`src/rtl/mdu_seq.sv`:
```
// Sequential multiply/divide unit owning HI/LO: pipelined multiplier, radix-2^DIV_BITS divider.
// Define MDU_ACC_EN to accept MADD/MADDU/MSUB/MSUBU (HI/LO accumulate).
module mdu_seq #(
    parameter int unsigned DATA_W   = 32,
    parameter int unsigned DIV_BITS = 1,
    parameter int unsigned MUL_LAT  = 2
) (
    input  logic              clk,
    input  logic              rst,
    input  logic [7:0]        alucontrol_i,
    input  logic [DATA_W-1:0] a_i,
    input  logic [DATA_W-1:0] b_i,
    input  logic              valid_i,
    input  logic              flush_i,
    output logic              ready_o,
    output logic              done_o,
    output logic [DATA_W-1:0] mul_result_o,
    output logic [DATA_W-1:0] hi_o,
    output logic [DATA_W-1:0] lo_o
);

    localparam logic [7:0] MTHI_CONTROL  = 8'h11;
    localparam logic [7:0] MTLO_CONTROL  = 8'h13;
    localparam logic [7:0] MULT_CONTROL  = 8'h18;
    localparam logic [7:0] MULTU_CONTROL = 8'h19;
    localparam logic [7:0] DIV_CONTROL   = 8'h1A;
    localparam logic [7:0] DIVU_CONTROL  = 8'h1B;
    localparam logic [7:0] MUL_CONTROL   = 8'h1C;
    localparam logic [7:0] MADD_CONTROL  = 8'h20;
    localparam logic [7:0] MADDU_CONTROL = 8'h21;
    localparam logic [7:0] MSUB_CONTROL  = 8'h24;
    localparam logic [7:0] MSUBU_CONTROL = 8'h25;

`ifdef MDU_ACC_EN
    localparam bit ACC_EN = 1'b1;
`else
    localparam bit ACC_EN = 1'b0;
`endif

    localparam int unsigned DIV_ITERS = DATA_W / DIV_BITS;
    localparam int unsigned CNT_W     = $clog2(DIV_ITERS + MUL_LAT + 1);

    typedef enum logic [1:0] {IDLE, MUL_RUN, DIV_RUN, DONE} state_e;

    state_e              state_q, state_d;
    logic [7:0]          op_q;
    logic [DATA_W-1:0]   a_q, b_q, hi_q, lo_q, mul_res_q;
    logic [DATA_W-1:0]   rem_q, quo_q;
    logic [CNT_W-1:0]    cnt_q;
    logic [2*DATA_W-1:0] prod_q [MUL_LAT];

    logic                req_mul, req_div, req_mt, accept, last, commit;
    logic                sgn, a_neg, b_neg;
    logic [DATA_W-1:0]   mag_a, mag_b, rem_nx, quo_nx, q_fix, r_fix;
    logic [DATA_W:0]     trial;
    logic [2*DATA_W-1:0] a_wide, b_wide, mul_commit;

    always_comb begin
        req_mul = 1'b0;
        req_div = 1'b0;
        req_mt  = 1'b0;
        case (alucontrol_i)
            MULT_CONTROL, MULTU_CONTROL, MUL_CONTROL: req_mul = 1'b1;
            MADD_CONTROL, MADDU_CONTROL,
            MSUB_CONTROL, MSUBU_CONTROL:              req_mul = ACC_EN;
            DIV_CONTROL, DIVU_CONTROL:                req_div = 1'b1;
            MTHI_CONTROL, MTLO_CONTROL:               req_mt  = 1'b1;
            default: ;
        endcase
    end

    always_comb begin
        accept = ready_o && valid_i && !flush_i && (req_mul || req_div || req_mt);
        last   = ((state_q == MUL_RUN) && (cnt_q == CNT_W'(MUL_LAT))) ||
                 ((state_q == DIV_RUN) && (cnt_q == CNT_W'(DIV_ITERS)));
        commit = last && !flush_i;
    end

    always_ff @(posedge clk) begin
        if (rst) state_q <= IDLE;
        else     state_q <= state_d;
    end

    // MTHI/MTLO ride through MUL_RUN with the counter preset so they commit one edge after acceptance.
    always_comb begin
        state_d = state_q;
        if (flush_i) begin
            state_d = IDLE;
        end else begin
            case (state_q)
                IDLE, DONE: begin
                    if (accept) state_d = req_div ? DIV_RUN : MUL_RUN;
                    else        state_d = IDLE;
                end
                MUL_RUN, DIV_RUN: if (last) state_d = DONE;
                default: state_d = IDLE;
            endcase
        end
    end

    always_comb begin
        ready_o = (state_q == IDLE) || (state_q == DONE);
        done_o  = (state_q == DONE);
    end

    always_comb begin
        case (op_q)
            MULT_CONTROL, MUL_CONTROL, DIV_CONTROL,
            MADD_CONTROL, MSUB_CONTROL: sgn = 1'b1;
            default:                    sgn = 1'b0;
        endcase
        a_neg  = sgn && a_q[DATA_W-1];
        b_neg  = sgn && b_q[DATA_W-1];
        mag_a  = a_neg ? -a_q : a_q;
        mag_b  = b_neg ? -b_q : b_q;
        a_wide = {{DATA_W{a_neg}}, a_q};
        b_wide = {{DATA_W{b_neg}}, b_q};
    end

    always_ff @(posedge clk) begin
        prod_q[0] <= a_wide * b_wide;
        for (int unsigned i = 1; i < MUL_LAT; i++) begin
            prod_q[i] <= prod_q[i-1];
        end
    end

    always_comb begin
        mul_commit = prod_q[MUL_LAT-1];
`ifdef MDU_ACC_EN
        case (op_q)
            MADD_CONTROL, MADDU_CONTROL: mul_commit = {hi_q, lo_q} + prod_q[MUL_LAT-1];
            MSUB_CONTROL, MSUBU_CONTROL: mul_commit = {hi_q, lo_q} - prod_q[MUL_LAT-1];
            default: ;
        endcase
`endif
    end

    // Restoring division on magnitudes, DIV_BITS quotient bits per cycle; the first cycle seeds from the operands.
    always_comb begin
        rem_nx = (cnt_q == '0) ? '0    : rem_q;
        quo_nx = (cnt_q == '0) ? mag_a : quo_q;
        trial  = '0;
        for (int unsigned i = 0; i < DIV_BITS; i++) begin
            trial = {rem_nx, quo_nx[DATA_W-1]} - {1'b0, mag_b};
            if (!trial[DATA_W]) rem_nx = trial[DATA_W-1:0];
            else                rem_nx = {rem_nx[DATA_W-2:0], quo_nx[DATA_W-1]};
            quo_nx = {quo_nx[DATA_W-2:0], !trial[DATA_W]};
        end
        q_fix = (a_neg ^ b_neg) ? -quo_q : quo_q;
        r_fix = a_neg ? -rem_q : rem_q;
    end

    always_ff @(posedge clk) begin
        if (rst) begin
            op_q      <= '0;
            a_q       <= '0;
            b_q       <= '0;
            hi_q      <= '0;
            lo_q      <= '0;
            mul_res_q <= '0;
            rem_q     <= '0;
            quo_q     <= '0;
            cnt_q     <= '0;
        end else begin
            if (accept) begin
                op_q  <= alucontrol_i;
                a_q   <= a_i;
                b_q   <= b_i;
                cnt_q <= req_mt ? CNT_W'(MUL_LAT) : '0;
            end else if ((state_q == MUL_RUN) || (state_q == DIV_RUN)) begin
                cnt_q <= cnt_q + CNT_W'(1);
            end
            if ((state_q == DIV_RUN) && !last) begin
                rem_q <= rem_nx;
                quo_q <= quo_nx;
            end
            if (commit) begin
                case (op_q)
                    MTHI_CONTROL: hi_q <= a_q;
                    MTLO_CONTROL: lo_q <= a_q;
                    MUL_CONTROL:  mul_res_q <= mul_commit[DATA_W-1:0];
                    DIV_CONTROL, DIVU_CONTROL: begin
                        if (b_q == '0) begin
                            lo_q <= '1;
                            hi_q <= a_q;
                        end else begin
                            lo_q <= q_fix;
                            hi_q <= r_fix;
                        end
                    end
                    default: {hi_q, lo_q} <= mul_commit;
                endcase
            end
        end
    end

    always_comb begin
        hi_o         = hi_q;
        lo_o         = lo_q;
        mul_result_o = mul_res_q;
    end

endmodule

```
`config.mk`:
```
export PLATFORM = sky130hd
export DESIGN_NAME = mdu_seq
export DESIGN_NICKNAME = d
export VERILOG_FILES = /design/src/rtl/mdu_seq.sv
export SDC_FILE = /design/constraint.sdc
export NUM_CORES = 2
export LEC_CHECK = 0
export CORE_MARGIN = 2
export CORE_UTILIZATION = 27
export DETAILED_ROUTE_END_ITERATION = 8
export PLACE_DENSITY_LB_ADDON = 0.25
export SLEW_MARGIN = 40
export SYNTH_ARGS = -nofsm -noshare
export SYNTH_HDL_FRONTEND = slang
export SYNTH_SLANG_ARGS = --single-unit
```
`constraint.sdc`:
```
create_clock -name clk -period 28.8 [get_ports clk]
set_clock_uncertainty 0.05 [all_clocks]
set_input_delay 5.76 -clock clk [delete_from_list [all_inputs] [get_ports clk]]
set_output_delay 5.76 -clock clk [all_outputs]
set_load 0.05 [all_outputs]
```
==> impl_metrics.toml <==
[cts]
cts.sink_count = 368
clockRootBuffer = "clkbuf_16"
clockBufferDepth = 3
cts_hold_buffers = 0
h-tree-depth = 2
ctsResizeCount = 0
post_cts_buffers = 0
cts_buffers = 41
clk_pin_slew_ps = 70
cts_tree = "done"
clk_latency_ps = 610

[logic_synthesis]
syn_nets = 7693
synth-edff-count = 0
syn_area_per_cell_sq_um = 8.79
synth.top_cell.area_share = 0.411
synth-seq-cells = 368
ys_warn_count = 0
syn_area_sq_um = 54800
yosys.area.top_type = "fa_1"
ys_top_cells_by_count = "inv_1 (1136), fa_1 (1126), nand2_1 (1065)"
ys_seq_area_frac = 0.134
yosys-top-cells-area = "fa_1 (41%), dfxtp_1 (13%), inv_1 (7.8%)"
ys.flop_type = "dfxtp_1"
synthArstFlopShare = 0
synth_most_common_cell = "inv_1"
syn-instance-count = 6237
synth.distinct_cells = 80

[pwr]
peakVddDrop_mv = 0.0378
p_per_area_nw_per_um2 = 18.6
p_clk_frac = 0.503
p_sw_w = 0.000275
seq_power_share = 0.454
sw_frac_of_total = 0.245
p_leak_nw = 25.6
p_int_w = 0.000850
pwr-share-comb = 0.043

[timing]
setup_tns_ps = 0
hold_viol_final = 0
setup_viol = 0
tightest_slew_ps = 959
maxSlewHeadroom = 0.361
fmax_mhz = 98.6
final_max_slew_viol_count = 0
finalWorstSetupSlack_ps = 18660
rsz0062_at_grt = "false"
period_needed_ps = 10140
period_share = 0.352

[routing]
drc_errors = 0
drt_iter0_markers = 2911
routed_wl_um = 193000
num_vias = 42500
via_per_inst = 4.80
ant_nets = 0
drtPass1Iterations = 6
wl_per_cell_um = 21.8

[floorplan]
floorplan.initialDensity = 0.271
die_w_um = 455
die-area_sq_um = 207000
ios = 174
rows = 165
core_area_sq_um = 202000
die-height_um = 455

[setup_path]
cp.required_ps = 29290
slowest_delay_ps = 740
critical_path.max_fanout = 23
crit_path_start_kind = "flop"
crit_type = "reg2reg"
critPathCaptureType = "flop"
critPathBufInv = 6
path_delay_family = "adder cells"
cpMostUsedCell = "fa_1"
crit_arrival_ps = 10630
slowest_stage = "or4b_2"

[min_path]
min_path_type = "reg2reg"

[global_route]
grt_use_total = 0.188
grt_overflow = 0
antenna_found_initial = 4
grt_pass1_wl_um = 293000
grt_max_degree = 86
grt_pass1_vias = 45300

[layout]
area_growth_pct = 10.5
final_cell_count_no_fill = 8845
nets = 7598
drive_above_1_share = 0.0418

[run]
max_cap_viol_count = 0

[outcome]
status = "complete, no violations"

[placed_design]
dp_cells = 8769
dp_hpwl_um = 139000
place.gp.congestion = 0.888
port_buffers = 173
pre_cts_ws_ps = 18720
## through the flow
step | instance area, sq um | power [W] | hold WS, ps | utilization
global placement | 59100 | 0.000570 | 262 | 0.293
CTS | 60600 | 0.00114 | 264 | 0.300
global route | 60600 | 0.00116 | 272 | 0.300
floorplan | 54800 | 0.000547 | 260 | -
detailed placement | 59200 | 0.000570 | 262 | 0.293
finish | 60600 | 0.00112 | 265 | 0.300
## cell type report
class	count	area, sq um
Fill cell	21400	141000
Multi-Input combinational cell	4324	41700
Sequential cell	368	7440
Inverter	1136	4260
Tap cell	2672	3340
Timing Repair Buffer	271	2510
Clock buffer	53	1150
Clock inverter	19	251
Antenna cell	2	5.00
## layout by cell type, fill, tap and decap left out, drive strengths merged, types with 101 or more instances in the layout
cell	n
ha	254
clkdlybuf4s50	172
nand2	1065
and2	350
dfxtp	368
inv	1143
a21oi	324
xor2	125
o21ai	101
fa	1126
nor2	263
## registers in the layout, indices dropped and copies added, names as in the netlist
name / flops
prod_q: 128
a_q: 32
b_q: 32
hi_o: 32
lo_o: 32
mul_result_o: 32
quo_q: 32
rem_q: 32
op_q: 8
cnt_q: 6
state_q: 2
## worst paths after layout
path / startpoint / end / slack [ps] / cells after the start
setup / recovery: op_q[7]$_SDFFE_PP0P_ / prod_q[0][61]$_DFF_P_ / 18660 / 29
hold / removal: prod_q[0][20]$_DFF_P_ / prod_q[0][84]$_DFF_P_ / 270 / 0
setup reg to reg: op_q[7]$_SDFFE_PP0P_ / prod_q[0][61]$_DFF_P_ / 18660 / 29
hold reg to reg: prod_q[0][20]$_DFF_P_ / prod_q[0][84]$_DFF_P_ / 270 / 0
## power by group through the flow
stage          Sequential (W)  Combinational, W  Clock [W]
2_1_floorplan        0.000521         0.0000260          0
3_3_place_gp         0.000522         0.0000481          0
3_5_place_dp         0.000522         0.0000483          0
4_1_cts              0.000510         0.0000485   0.000578
5_1_grt              0.000510         0.0000517   0.000596
6_report             0.000510         0.0000486   0.000566
## layer usage
layer	wire length, um	track usage	part of all wire	vias up
li1	-	-	-	18800
met1	83300	0.248	0.43	22100
met2	91600	0.319	0.48	1309
met3	9490	0.0170	0.049	286
met4	8150	0.0697	0.042	0
met5	0	0	0	-
## kinds of logic after synthesis
group                    count (synthesis)  synth area share
adder cells (fa/ha/maj)               1380             0.469
buffers and inverters                 1545             0.107
AND/OR/NAND/NOR                       1927             0.160
AO/OA/AOI/OAI                          777            0.0908
XOR/XNOR                               223            0.0356
multiplexers                            17           0.00310
flip-flops                             368             0.134
Power figures use the tool's default switching activity.
